==> config.mk <==
export PLATFORM = sky130hd
export DESIGN_NAME = ula_seq
export DESIGN_NICKNAME = d
export VERILOG_FILES = /design/src/rtl/ula_pkg.sv /design/src/rtl/seq_muldiv_core.sv /design/src/rtl/ula_seq.sv
export SDC_FILE = /design/constraint.sdc
export NUM_CORES = 2
export LEC_CHECK = 0
export ABC_CLOCK_PERIOD_IN_PS = 4860
export CELL_PAD_IN_SITES_DETAIL_PLACEMENT = 1
export CELL_PAD_IN_SITES_GLOBAL_PLACEMENT = 2
export CORE_MARGIN = 8
export CORE_UTILIZATION = 37
export DETAILED_ROUTE_END_ITERATION = 10
export PLACE_DENSITY_LB_ADDON = 0.1
export SETUP_SLACK_MARGIN = 0.5
export SYNTH_ARGS = -nofsm -noshare
export SYNTH_HDL_FRONTEND = slang
export SYNTH_SLANG_ARGS = --single-unit
export TNS_END_PERCENT = 1
==> constraint.sdc <==
create_clock -name clk -period 4.86 [get_ports clk]
set_input_delay 1.215 -clock clk [delete_from_list [all_inputs] [get_ports clk]]
set_output_delay 1.215 -clock clk [all_outputs]
set_load 0.02 [all_outputs]
==> src/rtl/ula_pkg.sv <==
// Shared types and decode for the sequential ALU (ula_seq).
package ula_pkg;

  localparam logic [6:0] OPCODE_OP     = 7'b0110011;
  localparam logic [6:0] OPCODE_BRANCH = 7'b1100011;

  localparam logic [6:0] FUNCT7_BASE   = 7'b0000000;
  localparam logic [6:0] FUNCT7_ALT    = 7'b0100000;
  localparam logic [6:0] FUNCT7_MULDIV = 7'b0000001;

  typedef enum logic [4:0] {
    OP_ADD, OP_SUB, OP_SLL, OP_SLT, OP_SLTU, OP_XOR, OP_SRL, OP_SRA, OP_OR, OP_AND,
    OP_MUL, OP_MULH, OP_MULHSU, OP_MULHU, OP_DIV, OP_DIVU, OP_REM, OP_REMU
  } alu_op_t;

  typedef enum logic [1:0] {
    ST_IDLE, ST_CALC, ST_FIX, ST_DONE
  } state_t;

  function automatic alu_op_t decode(input logic [6:0] opcode, input logic [6:0] funct7,
                                     input logic [2:0] funct3);
    alu_op_t op;
    op = OP_ADD;
    if (opcode == OPCODE_BRANCH) begin
      op = OP_SUB;
    end else if (opcode == OPCODE_OP) begin
      case (funct7)
        FUNCT7_BASE: begin
          case (funct3)
            3'd0: op = OP_ADD;
            3'd1: op = OP_SLL;
            3'd2: op = OP_SLT;
            3'd3: op = OP_SLTU;
            3'd4: op = OP_XOR;
            3'd5: op = OP_SRL;
            3'd6: op = OP_OR;
            default: op = OP_AND;
          endcase
        end
        FUNCT7_ALT: begin
          if (funct3 == 3'd0) op = OP_SUB;
          else if (funct3 == 3'd5) op = OP_SRA;
        end
        FUNCT7_MULDIV: begin
          case (funct3)
            3'd0: op = OP_MUL;
            3'd1: op = OP_MULH;
            3'd2: op = OP_MULHSU;
            3'd3: op = OP_MULHU;
            3'd4: op = OP_DIV;
            3'd5: op = OP_DIVU;
            3'd6: op = OP_REM;
            default: op = OP_REMU;
          endcase
        end
        default: op = OP_ADD;
      endcase
    end
    return op;
  endfunction

  function automatic logic is_muldiv(input alu_op_t op);
    return op inside {OP_MUL, OP_MULH, OP_MULHSU, OP_MULHU, OP_DIV, OP_DIVU, OP_REM, OP_REMU};
  endfunction

endpackage

==> src/rtl/seq_muldiv_core.sv <==
// Iterative magnitude multiplier / restoring divider, one bit per cycle, with sign fix-up.
module seq_muldiv_core
  import ula_pkg::*;
#(
  parameter int unsigned SIZE = 64
) (
  input  logic            clk,
  input  logic            rst_n,
  input  logic            start_i,
  input  logic            abort_i,
  input  alu_op_t         op_i,
  input  logic [SIZE-1:0] a_i,
  input  logic [SIZE-1:0] b_i,
  output logic            last_o,
  output logic [SIZE-1:0] res_o
);

  localparam int unsigned CW = $clog2(SIZE) + 1;

  logic [2*SIZE-1:0] acc_q, acc_step, prod_fix;
  logic [SIZE-1:0]   opnd_q, mag_a, mag_b;
  logic [CW-1:0]     cnt_q;
  alu_op_t           op_q;
  logic              neg_q, sa, sb, neg, div_in, div_q;
  logic [SIZE:0]     mul_sum, rem_sh, diff;

  always_comb begin
    sa     = a_i[SIZE-1] && (op_i inside {OP_MULH, OP_MULHSU, OP_DIV, OP_REM});
    sb     = b_i[SIZE-1] && (op_i inside {OP_MULH, OP_DIV, OP_REM});
    mag_a  = sa ? -a_i : a_i;
    mag_b  = sb ? -b_i : b_i;
    neg    = (op_i inside {OP_REM, OP_MULHSU}) ? sa : (sa ^ sb);
    div_in = op_i inside {OP_DIV, OP_DIVU, OP_REM, OP_REMU};
    div_q  = op_q inside {OP_DIV, OP_DIVU, OP_REM, OP_REMU};
  end

  // Multiply: shift-add into the upper half, multiplier shifts out of the bottom.
  // Divide: partial remainder in the upper half, quotient bits shift in at the bottom.
  always_comb begin
    mul_sum = {1'b0, acc_q[2*SIZE-1:SIZE]} + (acc_q[0] ? {1'b0, opnd_q} : '0);
    rem_sh  = acc_q[2*SIZE-1:SIZE-1];
    diff    = rem_sh - {1'b0, opnd_q};
    if (div_q) begin
      acc_step = diff[SIZE] ? {acc_q[2*SIZE-2:0], 1'b0}
                            : {diff[SIZE-1:0], acc_q[SIZE-2:0], 1'b1};
    end else begin
      acc_step = {mul_sum, acc_q[SIZE-1:1]};
    end
  end

  always_ff @(posedge clk or negedge rst_n) begin
    if (!rst_n) begin
      acc_q  <= '0;
      opnd_q <= '0;
      cnt_q  <= '0;
      op_q   <= OP_ADD;
      neg_q  <= 1'b0;
    end else if (abort_i) begin
      cnt_q <= '0;
    end else if (start_i) begin
      acc_q  <= {{SIZE{1'b0}}, (div_in ? mag_a : mag_b)};
      opnd_q <= div_in ? mag_b : mag_a;
      cnt_q  <= CW'(SIZE);
      op_q   <= op_i;
      neg_q  <= neg;
    end else if (cnt_q != '0) begin
      acc_q <= acc_step;
      cnt_q <= cnt_q - 1'b1;
    end
  end

  assign last_o   = (cnt_q == CW'(1));
  assign prod_fix = neg_q ? -acc_q : acc_q;

  always_comb begin
    case (op_q)
      OP_MUL:                       res_o = acc_q[SIZE-1:0];
      OP_MULH, OP_MULHSU, OP_MULHU: res_o = prod_fix[2*SIZE-1:SIZE];
      OP_DIV, OP_DIVU:              res_o = neg_q ? -acc_q[SIZE-1:0] : acc_q[SIZE-1:0];
      default:                      res_o = neg_q ? -acc_q[2*SIZE-1:SIZE] : acc_q[2*SIZE-1:SIZE];
    endcase
  end

endmodule

==> src/rtl/ula_seq.sv <==
// Handshaked EX-stage ALU: single-cycle RV64I ops, iterative RV64M ops via seq_muldiv_core.
module ula_seq
  import ula_pkg::*;
#(
  parameter int unsigned SIZE = 64
) (
  input  logic            clk,
  input  logic            rst_n,
  input  logic            flush,
  input  logic            in_valid,
  output logic            in_ready,
  input  logic [SIZE-1:0] s1,
  input  logic [SIZE-1:0] s2,
  input  logic [6:0]      funct7,
  input  logic [2:0]      funct3,
  input  logic [6:0]      opcode,
  output logic            out_valid,
  input  logic            out_ready,
  output logic [SIZE-1:0] res,
  output logic            overflow,
  output logic            msb,
  output logic            zero,
  output logic            busy
);

  localparam int unsigned SHW = $clog2(SIZE);

  state_t          state_q;
  logic [SIZE-1:0] res_q, fast_res, y, md_res;
  logic [SIZE:0]   sum;
  logic [SHW-1:0]  shamt;
  logic            ovf_q, out_valid_q, fast_ovf, fast, sub, div_zero, div_ovf, md_last, md_start;
  alu_op_t         op;

  assign op       = decode(opcode, funct7, funct3);
  assign sub      = (op == OP_SUB);
  assign y        = s2 ^ {SIZE{sub}};
  assign sum      = {1'b0, s1} + {1'b0, y} + {{SIZE{1'b0}}, sub};
  assign shamt    = s2[SHW-1:0];
  assign div_zero = (s2 == '0);
  assign div_ovf  = (s1 == {1'b1, {(SIZE-1){1'b0}}}) && (s2 == '1);

  // Divide corner cases resolve here so they never enter the iterative core.
  always_comb begin
    fast_res = sum[SIZE-1:0];
    fast_ovf = 1'b0;
    fast     = 1'b1;
    case (op)
      OP_ADD, OP_SUB: fast_ovf = sum[SIZE];
      OP_SLL:  fast_res = s1 << shamt;
      OP_SLT:  fast_res = {{(SIZE-1){1'b0}}, $signed(s1) < $signed(s2)};
      OP_SLTU: fast_res = {{(SIZE-1){1'b0}}, s1 < s2};
      OP_XOR:  fast_res = s1 ^ s2;
      OP_SRL:  fast_res = s1 >> shamt;
      OP_SRA:  fast_res = $signed(s1) >>> shamt;
      OP_OR:   fast_res = s1 | s2;
      OP_AND:  fast_res = s1 & s2;
      OP_DIV: begin
        fast     = div_zero || div_ovf;
        fast_res = div_zero ? '1 : s1;
      end
      OP_DIVU: begin
        fast     = div_zero;
        fast_res = '1;
      end
      OP_REM: begin
        fast     = div_zero || div_ovf;
        fast_res = div_zero ? s1 : '0;
      end
      OP_REMU: begin
        fast     = div_zero;
        fast_res = s1;
      end
      default: fast = 1'b0;
    endcase
  end

  assign md_start = (state_q == ST_IDLE) && in_valid && !flush && !fast;

  seq_muldiv_core #(.SIZE(SIZE)) u_core (
    .clk     (clk),
    .rst_n   (rst_n),
    .start_i (md_start),
    .abort_i (flush),
    .op_i    (op),
    .a_i     (s1),
    .b_i     (s2),
    .last_o  (md_last),
    .res_o   (md_res)
  );

  always_ff @(posedge clk or negedge rst_n) begin
    if (!rst_n) begin
      state_q     <= ST_IDLE;
      res_q       <= '0;
      ovf_q       <= 1'b0;
      out_valid_q <= 1'b0;
    end else if (flush) begin
      state_q     <= ST_IDLE;
      out_valid_q <= 1'b0;
    end else begin
      case (state_q)
        ST_IDLE: begin
          if (in_valid) begin
            if (fast) begin
              res_q       <= fast_res;
              ovf_q       <= fast_ovf;
              out_valid_q <= 1'b1;
              state_q     <= ST_DONE;
            end else begin
              state_q <= ST_CALC;
            end
          end
        end
        ST_CALC: if (md_last) state_q <= ST_FIX;
        ST_FIX: begin
          res_q       <= md_res;
          ovf_q       <= 1'b0;
          out_valid_q <= 1'b1;
          state_q     <= ST_DONE;
        end
        default: begin
          if (out_ready) begin
            out_valid_q <= 1'b0;
            state_q     <= ST_IDLE;
          end
        end
      endcase
    end
  end

  assign res       = res_q;
  assign overflow  = ovf_q;
  assign out_valid = out_valid_q;
  assign msb       = res_q[SIZE-1];
  assign zero      = (res_q == '0);
  assign in_ready  = (state_q == ST_IDLE);
  assign busy      = (state_q != ST_IDLE);

endmodule

---- Word level (Yosys, flattened, before mapping) ----
Index checks and enable logic that the tools add are counted.
operators by class
  equality and inequality tests ........... 44
  bitwise operators ....................... 6
  mux-type cells .......................... 46
  add/sub/neg operators ................... 10
  order comparisons ....................... 2
  reductions and logical operators ........ 38
  shift operators ......................... 3
operators by type and width
  cell                                                  count
  one-hot mux 64 bit (12 select lines)                  1
  2-to-1 mux 64 bit                                     11
  2-to-1 mux 128 bit                                    5
  negator 64 bit                                        4
  one-hot mux 64 bit (3 select lines)                   1
  equality test 64 bit (second input constant)          2
  zero test 64 bit                                      2
  < comparator 64 bit                                   2
  negator 128 bit                                       1
  one-hot mux 64 bit (2 select lines)                   1
  bitwise XOR 64 bit                                    2
  adder 64 x 64 -> 65 bit                               1
  adder 64 x 65 -> 65 bit                               1
  adder 65 x 1 -> 65 bit                                1
  subtractor 65 x 64 -> 65 bit                          1
  AND 64 bit                                            1
  bitwise OR 64 bit                                     1
  left shift 64 x 6 -> 64 bit                           1
  right shift 64 x 6 -> 64 bit                          1
  >>> shifter 64 x 6 -> 64 bit                          1
  equality test 5 x 4 -> 1 bit (second input constant)  12
  one-hot mux 5 bit (7 select lines)                    1
  one-hot mux 4 bit (7 select lines)                    1
  2-to-1 mux 7 bit                                      3
  other kinds (45)                                      91
word-level totals
  input port bits ......................... 150
  register bits ........................... 273
  output and inout bits ................... 70

---- Depth between registers and ports, before layout ----
  depth after elaboration ................. 14
  depth in mapped cells ................... 24

---- By module ----
Synthesis repeated with hierarchy kept, for this count alone.
second synthesis, totals
  cells, all modules ...................... 7500
  area, all modules ....................... 52238.9 um^2
by module, submodules not included
  module           area each (um^2)  sequential area each (um^2)  instances  cells each
  seq_muldiv_core  27114.8           5129.9                       1          4040
  ula_seq          25124.1           1701.6                       1          3460

---- Worst setup path after synthesis ----
No wires, ideal clock.
  path type ............................... input to register
  from .................................... input funct7[3]
  to ...................................... register res_q[54], in the netlist res[54]
  arrival ................................. 6625 ps
  library setup time ...................... 128 ps
  stages on the path ...................... 21
  data required time ...................... 4732 ps
  setup slack ............................. -1893 ps
  buffers on the path ..................... 3
  path through ............................ or4_1 -> or2_2 -> nor3_1 -> a21o_1 -> clkbuf_1 -> o21ai_0 -> clkbuf_1 -> clkbuf_1 -> xnor2_1 -> ha_1 -> nor2b_1 -> o31a_1 -> o311ai_0 -> o21ai_0 -> a21oi_1 -> o221ai_1 -> a21oi_1 -> o21ai_0 -> or3_1 -> a21oi_1 -> o21ai_0
between the ends
  longest elaborated chain between the ends .. 12
ends and longest elaborated chain
  item                                                        line                          text
  start, declared                                             ula_seq.sv:14                 input logic [6:0] funct7,
  equality test 7 x 1 -> 1 bit, or another cell as far along  ula_pkg.sv:27                 case (funct7)
  one-hot mux 5 bit (3 select lines) (*)                      ula_pkg.sv:27
  2-to-1 mux 5 bit (*)                                        ula_pkg.sv:26                 end else if (opcode == OPCODE_OP) begin
  2-to-1 mux 5 bit (*)                                        ula_pkg.sv:24                 if (opcode == OPCODE_BRANCH) begin
  equality test 5 x 1 -> 1 bit                                ula_seq.sv:36, ula_seq.sv:48
  bitwise XOR 64 bit                                          ula_seq.sv:37                 assign y = s2 ^ {SIZE{sub}};
  adder 64 x 64 -> 65 bit                                     ula_seq.sv:38                 assign sum = {1'b0, s1} + {1'b0, y} + {{SIZE{1'b0}}, sub};
  adder 65 x 1 -> 65 bit                                      ula_seq.sv:38
  one-hot mux 64 bit (12 select lines)                        ula_seq.sv:48                 case (op)
  2-to-1 mux 64 bit                                           ula_seq.sv:105                if (fast) begin
  2-to-1 mux 64 bit                                           ula_seq.sv:104                if (in_valid) begin
  one-hot mux 64 bit (2 select lines)                         ula_seq.sv:102                case (state_q)
  end signal, assigned                                        ula_seq.sv:106                res_q <= fast_res;
  end signal, assigned                                        ula_seq.sv:117                res_q <= md_res;
  end, declared                                               ula_seq.sv:29                 logic [SIZE-1:0] res_q, fast_res, y, md_res;
Mark *: on every way between the ends. The rest lies on a longest branch, timed or not. The select of a mux whose other input is x is not followed.
A chain may end at the register's enable or synchronous reset.

---- Final worst setup path ----
  from .................................... input funct3[0]
  to ...................................... register res_q[29], in the netlist res[29]
between the ends
  longest elaborated chain between the ends .. 14
ends and longest elaborated chain
  item                                    line                                         text
  start, declared                         ula_seq.sv:15                                input logic [2:0] funct3,
  equality test 3 bit                     ula_pkg.sv:29, ula_pkg.sv:42, ula_pkg.sv:45
  2-to-1 mux 3 bit                        ula_pkg.sv:42                                else if (funct3 == 3'd5) op = OP_SRA;
  2-to-1 mux 3 bit                        ula_pkg.sv:41                                if (funct3 == 3'd0) op = OP_SUB;
  one-hot mux 5 bit (3 select lines) (*)  ula_pkg.sv:27
  2-to-1 mux 5 bit (*)                    ula_pkg.sv:26
  2-to-1 mux 5 bit (*)                    ula_pkg.sv:24
  equality test 5 x 1 -> 1 bit            ula_seq.sv:36, ula_seq.sv:48
  bitwise XOR 64 bit                      ula_seq.sv:37
  adder 64 x 64 -> 65 bit                 ula_seq.sv:38
  adder 65 x 1 -> 65 bit                  ula_seq.sv:38
  one-hot mux 64 bit (12 select lines)    ula_seq.sv:48
  2-to-1 mux 64 bit                       ula_seq.sv:105
  2-to-1 mux 64 bit                       ula_seq.sv:104
  one-hot mux 64 bit (2 select lines)     ula_seq.sv:102
Marks and branches as above.

==> run summary <==
The flow ran to the end, but the final reports show violations. The checks that failed: capacitance limit, slew limit, setup timing. The start-to-end type of the worst setup path was in -> reg. The post-route cell area was 69100 µm²; the maximum number of pins on one net before global-route repair was 126. Synthesis inferred 273 register bits. Critical path's slowest cell: sky130_fd_sc_hd__or3_4. The remaining antenna violation count was 0. The TritonCTS buffer count came out at 38. The tools report the starting density of the core as 0.371. Power per unit of standard cell area: 402 nW/µm². The time the final worst path needs with I/O delays and setup was 5.39 ns.

Input and output buffers added on the ports amount to 219. In the synthesized netlist, the number of instances is 6918. The run gives 362 mm as the detailed-route wire length. The actual slew at the worst max-slew pin was 1.53 ns; the overall fraction of global-route tracks in use was 0.470.

By area the synthesized netlist is led by sky130_fd_sc_hd__dfrtp_1 14%, sky130_fd_sc_hd__ha_1 9.9%, sky130_fd_sc_hd__mux4_2 6.2%, sky130_fd_sc_hd__o21ai_0 6.1%, sky130_fd_sc_hd__xnor2_1 6.0%. The first detailed-routing pass took 6 iterations. Measured along the y axis, the die boundary spans 384 µm. Share of the clock period used by the worst path: 1.11.

In the final timing run, aggregate negative setup slack is -13.61 ns. Setup violations remaining at the end of the flow were counted as 57. The tools report the sequential cell area fraction in the yosys report as 0.136.

Yosys mapped the design onto 104 distinct sky130hd cell types. Setup repair after global routing could not meet its margin everywhere. The logs give 38 for the initial antenna violation count and 504 mm for the first-pass GRT wire length.

After synthesis, the most frequently instantiated cells are 729 x sky130_fd_sc_hd__nand2_1, 660 x sky130_fd_sc_hd__nor2_1, 607 x sky130_fd_sc_hd__o21ai_0. The utilization after layout is 0.512. The prevailing post-synth register cell is sky130_fd_sc_hd__dfrtp_1. After detailed routing, the average wire length per cell comes to 35.7 µm. For the source-to-sink clock delay at the later pin of the worst-skew pair, the log shows 0.65 ns. The tools report the layout filler cell count as 16702.

TritonCTS built the clock tree. The net count of the mapped netlist was 7466. The HPWL after detailed placement is 297 mm. Class of the worst hold path: reg -> reg. The leftover overflow at the end of global routing is 0, and the number of design rule violations left after detail routing is 0.

The ratio of cells with drive above 1 in the final layout was 0.280; the worst slew margin relative to its limit was -0.0374. For this run, the top clock speed supported by timing is 185 MHz. The total number of placement rows came out at 135. Between clock sinks in the finished design, the worst skew comes to 0.0486 ns.

The clock tree root driver cell is sky130_fd_sc_hd__clkbuf_16. Of all nets on the critical path, the largest fanout is 6. The tools report the final count of hold timing violations as 0. Across the VDD grid, the largest voltage drop is 0.339 mV.

The tools report the launching element type of the critical path as an input pin. Yosys printed 0 warnings. In the post-synthesis netlist, the cell with the most instances is sky130_fd_sc_hd__nand2_1.

The tools report the static leakage as 30.3 nW. The run gives 67711 as the number of global-route vias before repair. The run gives 27.8 mW as the power consumption.

The number of I/O pins was 220; the share of the synthesized area in the top cell type was 0.136. The tools report the level count of the clock H-tree as 2. In this run the cell area of the synthesized design comes to 50100 µm².

The number of flops mapped to enable cells by yosys works out to 0. The max-cap check violation count is 1, and the clock tree buffer depth is 3. The detailed router finished its first iteration with 9174 violations.

Data on the critical path is required at its endpoint by 5.41 ns. The clock net sink count came out at 273. The signal on the critical path passes through clkdlybuf4s15_1, xor2_1, o31ai_1, o31a_1, buf_12, a21o_1, o21ai_4, buf_12, buf_8, xnor2_2, ha_1, buf_6, nand2_2, or3_4, or3_4, o31ai_4, a41o_1, buf_12, a31oi_4, o21ai_2, buf_6, xor2_1, nand2_1, a311oi_2. At the end of the flow, the number of nets in the layout was 8876. The run gives 147000 µm² as the total die area. In this run the standard cell core region covers 135000 µm². After detailed placement, the total cell area comes to 66600 µm². For this run, the slowest stage of the critical path takes 0.40 ns.

Among the stages of the critical path, the cell type that occurs most often is sky130_fd_sc_hd__buf_12. Timing analysis after detailed placement gives a worst setup slack of -1.85 ns. Using the TritonRoute via totals, the vias-per-cell ratio works out to 6.65.

After clock tree synthesis, the clock-pin slew on the worst setup and hold paths is 0.07 ns. After clock tree synthesis, the flow added hold-fix buffers numbering 0. After synthesis, the mean cell area works out to 7.24 µm². The proportion of synthesized flip-flops having asynchronous set or reset was 1.00; the data arrival at the endpoint of the critical path was 5.95 ns. The library cell with the largest summed area after synthesis is sky130_fd_sc_hd__dfrtp_1. The worst setup path is captured at a flip-flop. At the end of routability-driven placement, the weighted congestion stood at 1.14.

The routed layout has 67544 vias. The layout overhead on the synthesized area was 38.1%. The max-slew violation count is 2.

The die is 384 µm wide. The final setup slack of the worst path came out at -0.532 ns.
## cells in the final DEF, fill, tap and decap left out, types with 55 or more instances in the layout
cell type	n
sky130_fd_sc_hd__clkdlybuf4s50_1	197
sky130_fd_sc_hd__nor2_1	650
sky130_fd_sc_hd__o221ai_1	65
sky130_fd_sc_hd__nand4_1	91
sky130_fd_sc_hd__a21oi_1	564
sky130_fd_sc_hd__nor3_1	152
sky130_fd_sc_hd__mux2_2	123
sky130_fd_sc_hd__o211ai_1	85
sky130_fd_sc_hd__o21bai_1	55
sky130_fd_sc_hd__xor2_1	98
sky130_fd_sc_hd__nand3_1	134
sky130_fd_sc_hd__inv_1	293
sky130_fd_sc_hd__o22ai_1	56
sky130_fd_sc_hd__mux4_2	137
sky130_fd_sc_hd__buf_12	104
sky130_fd_sc_hd__a21o_1	113
sky130_fd_sc_hd__buf_4	1603
sky130_fd_sc_hd__o31ai_1	86
sky130_fd_sc_hd__xnor2_1	328
sky130_fd_sc_hd__mux2i_1	155
sky130_fd_sc_hd__dfrtp_1	272
sky130_fd_sc_hd__ha_1	389
sky130_fd_sc_hd__o21ai_0	576
sky130_fd_sc_hd__a211oi_1	71
sky130_fd_sc_hd__or3_1	72
sky130_fd_sc_hd__nand2_1	721
sky130_fd_sc_hd__a22oi_1	84
sky130_fd_sc_hd__a31oi_1	58
## per-stage QoR
stage / hold slack (ns) / cells
after floorplan: 0.450 / 6918
after global placement: 0.460 / 10042
after detailed placement: 0.468 / 10042
after CTS: 0.481 / 10129
after global routing: 0.488 / 10137
final: 0.475 / 10153
## cells by family (layout without fill, tap and decap cells)
family,after synthesis,after routing,synth area share
multiplexers,419,419,0.121
flip-flops,273,273,0.136
buffers and inverters,877,2315,0.0675
adder cells (fa/ha/maj),398,398,0.0999
XOR/XNOR,441,441,0.0771
AO/OA/AOI/OAI,2302,2302,0.295
AND/OR/NAND/NOR,2208,2208,0.203
other,0,16,0
## path summary, 6_finish.rpt
kind / startpoint / endpoint / slack (ns) / cells after the start
setup / recovery: funct3[0] / res[29] / -0.53 / 24
setup reg to reg: u_core.acc_q[1] / res[60] / -0.02 / 16
hold reg to reg: u_core.opnd_q[30] / u_core.opnd_q[30] / 0.48 / 2
hold / removal: u_core.opnd_q[30] / u_core.opnd_q[30] / 0.48 / 2
max in group asynchronous: rst_n / u_core.acc_q[4] / 3.20 / 2
min in group asynchronous: rst_n / u_core.acc_q[57] / 0.61 / 1
## state kept, by name, summed over array words and instances (netlist names)
register       flops
out_valid          1
overflow           1
res               64
state_q            2
u_core.acc_q     128
u_core.cnt_q       7
u_core.neg_q       1
u_core.op_q        5
u_core.opnd_q     64
## where the power goes
group	switching [mW]	internal, mW	total [mW]	leakage (nW)
clock network	1.32	1.62	2.93	0.596
registers	1.46	3.00	4.46	3.48
logic	12.3	8.09	20.4	26.2
total	15.1	12.7	27.8	30.3
## cell type report
cell class              count  area, µm²  area share
clock inverters            10       77.6     0.00112
multi-input cells        5768      41100       0.595
flip-flops and latches    273       6840      0.0989
clock buffers              58       1140      0.0165
diodes                     16       40.0    0.000579
repair buffers           1948      16600       0.240
inverters                 299       1130      0.0164
well taps                1781       2230      0.0322
## per-layer routing
| layer | vias up | part of all wire | global-route usage |
|---|---|---|---|
| met3 | 1262 | 0.13 | 0.174 |
| met2 | 4525 | 0.41 | 0.685 |
| li1 | 28285 | - | - |
| met4 | 26 | 0.087 | 0.322 |
| met5 | - | 0.00046 | 0 |
| met1 | 33446 | 0.38 | 0.572 |
## worst max-delay path, delay by kind of cell
kind	cells	cell delay [ns]
xor gates and xnor gates	3	0.49
and+or+nand+nor	4	0.92
AOI/OAI and AO/OA	9	1.92
buffers and inverters	7	1.07
adders and majority gates	1	0.30
## repair_timing
| action | CTS | global route |
|---|---|---|
| pin swaps | 66 | 61 |
| setup buffers | 19 | 6 |
| endpoints found under the setup margin | 264 | 258 |
| gates resized for setup | 140 | 140 |
Note: power is estimated with default switching activity, not from simulation.
